<file path="src/rtl/iir_output_stage_if.sv">
// Sample stream into the IIR output stage and FWFT stream out of its FIFO.
interface iir_output_stage_if #(
    parameter int DATA_WIDTH = 16,
    parameter int GAIN_WIDTH = 16
);
    logic [DATA_WIDTH-1:0] y_in;
    logic                  y_valid;
    logic [GAIN_WIDTH-1:0] gain;
    logic [DATA_WIDTH-1:0] out_data;
    logic                  out_valid;
    logic                  out_ready;

    modport master (
        output y_in, y_valid, gain, out_ready,
        input  out_data, out_valid
    );

    modport slave (
        input  y_in, y_valid, gain, out_ready,
        output out_data, out_valid
    );
endinterface

</file>
<file path="src/rtl/iir_output_stage.sv">
// IIR output stage: decimation, Q2 gain with round/saturate, and an output FIFO
// with sticky saturation and overflow flags.
module iir_output_stage #(
    parameter int DATA_WIDTH = 16,
    parameter int GAIN_WIDTH = 16,
    parameter int FIFO_DEPTH = 8
) (
    input  logic                          clk,
    input  logic                          rst,
    iir_output_stage_if.slave             bus,
    input  logic [3:0]                    dec_factor,
    input  logic                          clr_flags,
    output logic [$clog2(FIFO_DEPTH):0]   fifo_count,
    output logic                          sat_flag,
    output logic                          ovf_flag
);
    localparam int PW = DATA_WIDTH + GAIN_WIDTH;
    localparam int AW = $clog2(FIFO_DEPTH);
    localparam int CW = AW + 1;

    localparam logic signed [PW:0] RND  = {{(PW-GAIN_WIDTH+3){1'b0}}, 1'b1, {(GAIN_WIDTH-3){1'b0}}};
    localparam logic signed [PW:0] MAXV = {{(GAIN_WIDTH+2){1'b0}}, {(DATA_WIDTH-1){1'b1}}};
    localparam logic signed [PW:0] MINV = {{(GAIN_WIDTH+2){1'b1}}, {(DATA_WIDTH-1){1'b0}}};

    // Decimator: the ratio is latched whenever the counter sits at 0, so a new
    // dec_factor only takes effect at a wrap.
    logic [3:0] dec_cnt, dec_q, dec_eff;
    logic       keep;

    always_comb begin
        dec_eff = (dec_factor == 4'd0) ? 4'd1 : dec_factor;
        keep    = bus.y_valid && (dec_cnt == 4'd0);
    end

    always_ff @(posedge clk or posedge rst) begin
        if (rst) begin
            dec_cnt <= '0;
            dec_q   <= 4'd1;
        end else if (bus.y_valid) begin
            if (dec_cnt == 4'd0) begin
                dec_q   <= dec_eff;
                dec_cnt <= (dec_eff == 4'd1) ? 4'd0 : 4'd1;
            end else if (dec_cnt == dec_q - 4'd1) begin
                dec_cnt <= '0;
            end else begin
                dec_cnt <= dec_cnt + 4'd1;
            end
        end
    end

    logic                   s1_valid;
    logic signed [PW-1:0]   s1_prod;
    logic signed [PW:0]     rnd_sum, shifted;
    logic                   sat_hi, sat_lo;
    logic [DATA_WIDTH-1:0]  s2_res;
    logic                   s2_valid, s2_sat;
    logic [DATA_WIDTH-1:0]  s2_data;
    logic                   wr_valid;
    logic [DATA_WIDTH-1:0]  wr_data;

    always_comb begin
        rnd_sum = {s1_prod[PW-1], s1_prod} + RND;
        shifted = rnd_sum >>> (GAIN_WIDTH - 2);
        sat_hi  = shifted > MAXV;
        sat_lo  = shifted < MINV;
        s2_res  = shifted[DATA_WIDTH-1:0];
        if (sat_hi) s2_res = {1'b0, {(DATA_WIDTH-1){1'b1}}};
        if (sat_lo) s2_res = {1'b1, {(DATA_WIDTH-1){1'b0}}};
    end

    always_ff @(posedge clk or posedge rst) begin
        if (rst) begin
            s1_valid <= 1'b0;
            s1_prod  <= '0;
            s2_valid <= 1'b0;
            s2_sat   <= 1'b0;
            s2_data  <= '0;
            wr_valid <= 1'b0;
            wr_data  <= '0;
        end else begin
            s1_valid <= keep;
            s1_prod  <= PW'($signed(bus.y_in)) * PW'($signed(bus.gain));
            s2_valid <= s1_valid;
            s2_sat   <= s1_valid && (sat_hi || sat_lo);
            s2_data  <= s2_res;
            wr_valid <= s2_valid;
            wr_data  <= s2_data;
        end
    end

    // FIFO: a write into a full FIFO is still accepted when a pop frees a slot
    // on the same edge.
    logic [DATA_WIDTH-1:0] mem [FIFO_DEPTH];
    logic [AW-1:0]         wr_ptr, rd_ptr;
    logic                  full, pop, accept, drop;

    always_comb begin
        full          = fifo_count == CW'(FIFO_DEPTH);
        bus.out_valid = fifo_count != '0;
        bus.out_data  = bus.out_valid ? mem[rd_ptr] : '0;
        pop           = bus.out_valid && bus.out_ready;
        accept        = wr_valid && (!full || pop);
        drop          = wr_valid && full && !pop;
    end

    always_ff @(posedge clk) begin
        if (accept) mem[wr_ptr] <= wr_data;
    end

    always_ff @(posedge clk or posedge rst) begin
        if (rst) begin
            wr_ptr     <= '0;
            rd_ptr     <= '0;
            fifo_count <= '0;
            sat_flag   <= 1'b0;
            ovf_flag   <= 1'b0;
        end else begin
            if (accept) wr_ptr <= wr_ptr + 1'b1;
            if (pop)    rd_ptr <= rd_ptr + 1'b1;
            if (accept && !pop)      fifo_count <= fifo_count + 1'b1;
            else if (pop && !accept) fifo_count <= fifo_count - 1'b1;
            sat_flag <= (sat_flag && !clr_flags) || (s2_valid && s2_sat);
            ovf_flag <= (ovf_flag && !clr_flags) || drop;
        end
    end
endmodule
</file>
<file path="src/flat_wrapper.sv">
// flat-port wrapper written by rule: the top's interface ports become plain ports
module iir_output_stage_flat 
#(
    parameter int DATA_WIDTH = 16,
    parameter int GAIN_WIDTH = 16,
    parameter int FIFO_DEPTH = 8
)
  (clk, rst, dec_factor, clr_flags, fifo_count, sat_flag, ovf_flag, bus_y_in, bus_y_valid, bus_gain, bus_out_ready, bus_out_data, bus_out_valid);
  iir_output_stage_if #(.DATA_WIDTH(DATA_WIDTH), .GAIN_WIDTH(GAIN_WIDTH)) bus_i ();
  input  logic clk;
  input  logic rst;
  input  logic [3:0] dec_factor;
  input  logic clr_flags;
  output logic [$clog2(FIFO_DEPTH):0] fifo_count;
  output logic sat_flag;
  output logic ovf_flag;
  input wire logic [$bits(bus_i.y_in)-1:0] bus_y_in;
  input wire logic [$bits(bus_i.y_valid)-1:0] bus_y_valid;
  input wire logic [$bits(bus_i.gain)-1:0] bus_gain;
  input wire logic [$bits(bus_i.out_ready)-1:0] bus_out_ready;
  output wire logic [$bits(bus_i.out_data)-1:0] bus_out_data;
  output wire logic [$bits(bus_i.out_valid)-1:0] bus_out_valid;
  assign bus_i.y_in = bus_y_in;
  assign bus_i.y_valid = bus_y_valid;
  assign bus_i.gain = bus_gain;
  assign bus_i.out_ready = bus_out_ready;
  assign bus_out_data = bus_i.out_data;
  assign bus_out_valid = bus_i.out_valid;
  iir_output_stage #(.DATA_WIDTH(DATA_WIDTH), .GAIN_WIDTH(GAIN_WIDTH), .FIFO_DEPTH(FIFO_DEPTH)) u_core (.clk(clk), .rst(rst), .bus(bus_i), .dec_factor(dec_factor), .clr_flags(clr_flags), .fifo_count(fifo_count), .sat_flag(sat_flag), .ovf_flag(ovf_flag));
endmodule
</file>
<file path="config.mk">
export PLATFORM = sky130hd
export DESIGN_NAME = iir_output_stage_flat
export DESIGN_NICKNAME = d
export VERILOG_FILES = /design/src/rtl/iir_output_stage_if.sv /design/src/rtl/iir_output_stage.sv /design/src/flat_wrapper.sv
export SDC_FILE = /design/constraint.sdc
export NUM_CORES = 1
export LEC_CHECK = 0
export ABC_AREA = 1
export CAP_MARGIN = 20
export CORE_MARGIN = 2
export CORE_UTILIZATION = 25
export CTS_BUF_LIST = sky130_fd_sc_hd__clkbuf_2
export DETAILED_ROUTE_END_ITERATION = 16
export SLEW_MARGIN = 0
export SYNTH_ARGS = -nofsm -noshare
export SYNTH_HDL_FRONTEND = slang
export SYNTH_SLANG_ARGS = --single-unit
</file>
<file path="constraint.sdc">
create_clock -name clk -period 3.05 [get_ports clk]
set_input_delay 0.7625 -clock clk [delete_from_list [all_inputs] [get_ports clk]]
set_output_delay 0.7625 -clock clk [all_outputs]
set_load 0.1 [all_outputs]
</file>
==> results.md <==
### Clock tree
- Inserted Clock Buffers: 52
- clock latency on the worst-skew pair: 0.82 ns
- CTS tree: done
- H-tree depth reported by CTS: 2
- clock-pin slew on the worst setup and hold paths: 0.12 ns
- buffer cell driving the clock tree root: sky130_fd_sc_hd__clkbuf_2
- clock tree sinks: 203
- Max Buffers Root-to-Sink: 3

### Synthesis
- fraction of the yosys area taken by sequential cells: 0.3069
- dominant register cell in the synthesized netlist: sky130_fd_sc_hd__edfxtp_1
- fraction of synthesized cell area in xor and xnor cells: 0.02154
- Post-synth ARST share: 0.3695
- Avg Synthesized Cell Area: 8.950 um^2
- largest family of logic cells by synthesized area: adder cells
- synthesized net count: 2,474
- Cells after Synth: 2,083
- post-synthesis sequential element count: 203
- mapped cell area: 18,640 um^2
- simple logic cell fraction of the synthesized area: 0.1463
- Post-Synth Adder-Cell Area: 0.3404
- number of warning messages in the yosys log: 0
- mux share of post-synthesis cell area: 0.0006040
- compound-cell area share of the yosys netlist: 0.06174
- EDFF count, synth: 128
- synth unique cells: 44

### Worst setup path
- R2R Path Start: u_core.fifo_count[1]
- length in cells of the worst reg-to-reg path: 12
- CP most frequent cell: sky130_fd_sc_hd__fa_1
- Worst path slowest cell: sky130_fd_sc_hd__fa_2
- largest fanout on the critical path: 8
- data arrival time of the critical path: 5.71 ns
- start-to-end type of the worst setup path: in2reg
- Cell Chain, Critical Path: buf_12 -> nand2_4 -> inv_2 -> fa_2 -> fa_2 -> buf_4 -> buf_6 -> fa_1 -> fa_1 -> fa_1 -> inv_1 -> fa_1 -> inv_2 -> ha_4 -> nand2_4 -> nor2_4 -> inv_2 -> nor3_4 -> nand3_1 -> o21bai_4 -> nand2_1 -> nand2_1 -> nand2_1
- nature of the critical path endpoint: flip-flop
- sort of element at the start of the critical path: input port
- largest stage delay on the critical path: 0.61 ns
- destination of the worst register-to-register timing path: u_core.fifo_count[3]
- critical path required time: 3.78 ns
- setup slack on the worst flop-to-flop path: 0.52 ns

### Placement
- final weighted congestion in routability-driven placement: 0.8623
- Cell Count Post-Placement: 3,225
- number of buffers inserted by port buffering: 63
- half-perimeter wire length after detailed placement: 34,660 um

### Finish
- # fillers: 7,429
- Layout Cells excl Fill: 3,432
- area growth from synthesis to layout: 39.28%
- final net count: 2,810
- share of layout cells above drive strength 1: 0.3375

### Run
- # Max-Cap Violations: 0

### Run status
- violated checks: negative setup slack
- status: finished, violations left

### Timing
- Peak Freq: 201.0 MHz
- number of pins with negative max-slew slack in the final report: 0
- number of setup violations in the final report: 36
- Final Cycle Share: 1.631
- clk_skew: 0.08260 ns
- post-route setup slack: -1.926 ns
- Slew headroom: 0.7350
- unrepaired setup endpoints after global routing: yes
- shortest clock period the worst path allows after layout: 4.976 ns
- transition time at the pin with the least slew margin: 0.3975 ns
- number of endpoints with negative hold slack in the final report: 0

### Floorplanning
- Initial Util: 0.2517
- core region area: 74,070 um^2
- top-level I/O count: 64
- DIE AREA: 76,770 um^2
- floorplan die width: 277.1 um
- Core Rows: 100
- floorplan die height: 277.1 um

### Drt
- routed vias: 14,510
- average routed wire per standard cell: 13.92 um
- total iterations of the first detailed-routing run: 5
- final WL: 47,770 um
- via density per instance: 4.228
- drt initial violations: 729
- count of antenna-violating nets left after detailed routing: 0
- DRC violations left: 0

### Min path
- type of the worst min-delay path: in2async

### GRT
- antenna violations before repair: 1
- largest net degree at the start of global routing: 36
- vias in the first global route: 15,240
- global-route usage over all layers: 0.1256
- total overflow reported by the global router: 0
- global-route wire length before repair: 78,180 um

registers in the layout, summed over array words and instances (netlist names), 3 cells and up:
| signal | count |
|---|---|
| u_core.fifo_count | 4 |
| u_core.rd_ptr | 3 |
| u_core.dec_q | 4 |
| u_core.mem | 128 |
| u_core.s2_data | 16 |
| u_core.wr_data | 16 |
| u_core.wr_ptr | 3 |
| u_core.dec_cnt | 4 |
| u_core.s1_prod | 19 |
timing repair:
| action | in CTS | in global routing |
|---|---|---|
| hold buffers | 0 | 0 |
| setup endpoints to repair | 36 | 36 |
| setup buffers | 68 | 31 |
| resized for setup | 398 | 262 |
| cloned | 12 | 5 |
| pin swaps | 168 | 155 |
critical path: cells and delay by family:
kind,cells,cell delay (ns)
fa+ha+maj,7,3.41
buf+inv,7,0.60
simple gates,8,0.73
compound gates,1,0.21
metrics by stage:
step                      area [um^2]  setup WS [ns]  utilization  hold WS, ns  TNS (ns)
after floorplan                 19600         -2.454            -       0.3312    -43.71
after global placement          22730         -3.471       0.3068       0.3338    -59.11
after detailed placement        22730         -3.409       0.3068       0.3347    -59.55
after CTS                       24950         -1.850       0.3368       0.1646    -36.29
after global routing            25960         -1.936       0.3505       0.1677    -39.66
final                           25960         -1.926       0.3505       0.2377    -36.06
layer usage:
metal  wire (um)  vias up  share of wire  global-route usage
met3        2092       70          0.044             0.01519
li1            -     6953              -                   -
met5           0        -              0                   0
met1       20340     7162           0.43              0.1588
met2       24350      327           0.51              0.2257
met4         984        0          0.021             0.03317
worst max-delay path by stage:
stage	depth (start not counted)	from	end
3_3_place_gp	19	bus_gain[5]	u_core.s1_prod[27]
6_report	23	bus_y_in[15]	u_core.s1_prod[28]
5_1_grt	25	bus_y_in[15]	u_core.s1_prod[28]
3_5_place_dp	20	bus_y_in[15]	u_core.s1_prod[27]
4_1_cts	22	bus_gain[3]	u_core.s1_prod[28]
2_1_floorplan	22	bus_gain[3]	u_core.s1_prod[31]
area by class of cell:
| class | instances | area, um^2 | area share |
|---|---|---|---|
| multi-input combinational | 1280 | 12460 | 0.4798 |
| sequential | 203 | 5729 | 0.2207 |
| timing repair buffer | 361 | 4050 | 0.1560 |
| inverter | 521 | 1996 | 0.07686 |
| tap | 969 | 1212 | 0.04669 |
| clock buffer | 72 | 360.3 | 0.01388 |
| clock inverter | 25 | 157.7 | 0.006072 |
| antenna | 1 | 2.502 | 0.00009638 |
synth_stat cells (2+ instances only):
master                     instances  area share
sky130_fd_sc_hd__inv_1           518        0.10
sky130_fd_sc_hd__nand2_1         406       0.082
sky130_fd_sc_hd__fa_1            262        0.28
sky130_fd_sc_hd__nor2_1          186       0.037
sky130_fd_sc_hd__edfxtp_1        128        0.21
sky130_fd_sc_hd__o21ai_0         101       0.027
sky130_fd_sc_hd__ha_1             88       0.059
sky130_fd_sc_hd__clkbuf_1         74       0.015
sky130_fd_sc_hd__dfrtp_1          74       0.099
sky130_fd_sc_hd__a21oi_1          43       0.012
sky130_fd_sc_hd__nand3_1          38       0.010
sky130_fd_sc_hd__xor2_1           25       0.012
sky130_fd_sc_hd__o22ai_1          19      0.0064
sky130_fd_sc_hd__xnor2_1          19      0.0089
sky130_fd_sc_hd__a31oi_1          16      0.0054
sky130_fd_sc_hd__nor3_1           12      0.0032
sky130_fd_sc_hd__a21oi_2          11      0.0052
sky130_fd_sc_hd__nand4_1           7      0.0023
sky130_fd_sc_hd__or2_2             6      0.0020
sky130_fd_sc_hd__o21ai_1           5      0.0013
sky130_fd_sc_hd__o21bai_1          5      0.0020
sky130_fd_sc_hd__nand2_2           4      0.0013
sky130_fd_sc_hd__o21a_1            4      0.0016
sky130_fd_sc_hd__a21o_1            3      0.0012
sky130_fd_sc_hd__nand2_4           3      0.0018
sky130_fd_sc_hd__buf_2             2     0.00054
sky130_fd_sc_hd__inv_2             2     0.00040
sky130_fd_sc_hd__nand3b_1          2     0.00081
sky130_fd_sc_hd__nor2_2            2     0.00067
sky130_fd_sc_hd__nor2_4            2      0.0012
sky130_fd_sc_hd__nor4_1            2     0.00067
sky130_fd_sc_hd__or2_1             2     0.00067
cells by family after synthesis:
family,Yosys count
fa+ha+maj,350
mux,1
simple gates,677
flops,203
buf+inv,600
compound gates,207
xor+xnor,45
layout by cell type, fill, tap and decap left out, types with 7 or more instances in the layout:
master,netlist,routed
sky130_fd_sc_hd__a21oi_1,43,20
sky130_fd_sc_hd__a21oi_4,0,7
sky130_fd_sc_hd__a31oi_4,0,13
sky130_fd_sc_hd__clkbuf_2,0,75
sky130_fd_sc_hd__buf_16,0,7
sky130_fd_sc_hd__buf_6,1,60
sky130_fd_sc_hd__edfxtp_1,128,128
sky130_fd_sc_hd__ha_1,88,64
sky130_fd_sc_hd__xnor2_1,19,18
sky130_fd_sc_hd__nor2_1,186,150
sky130_fd_sc_hd__nor2_4,2,25
sky130_fd_sc_hd__inv_1,518,433
sky130_fd_sc_hd__o22ai_2,0,8
sky130_fd_sc_hd__ha_4,0,23
sky130_fd_sc_hd__clkdlybuf4s50_1,0,9
sky130_fd_sc_hd__xor2_1,25,20
sky130_fd_sc_hd__dfrtp_1,74,68
sky130_fd_sc_hd__a21oi_2,11,27
sky130_fd_sc_hd__inv_2,2,78
sky130_fd_sc_hd__buf_12,1,57
sky130_fd_sc_hd__o22ai_1,19,11
sky130_fd_sc_hd__buf_4,0,200
sky130_fd_sc_hd__nand4_1,7,7
sky130_fd_sc_hd__nand3_1,38,26
sky130_fd_sc_hd__clkinv_1,0,17
sky130_fd_sc_hd__o21ai_4,0,10
sky130_fd_sc_hd__nand2_2,4,42
sky130_fd_sc_hd__buf_8,0,11
sky130_fd_sc_hd__o21ai_2,0,25
sky130_fd_sc_hd__fa_1,262,233
sky130_fd_sc_hd__nand3_2,1,13
sky130_fd_sc_hd__o21ai_0,101,48
sky130_fd_sc_hd__nand2_4,3,32
sky130_fd_sc_hd__nor2_2,2,15
sky130_fd_sc_hd__nand2_1,406,335
sky130_fd_sc_hd__fa_2,0,29
sky130_fd_sc_hd__o21ai_1,5,23
Power is not shown: default switching activity piles up to over one toggle a cycle in this logic, so the estimate is an artifact.
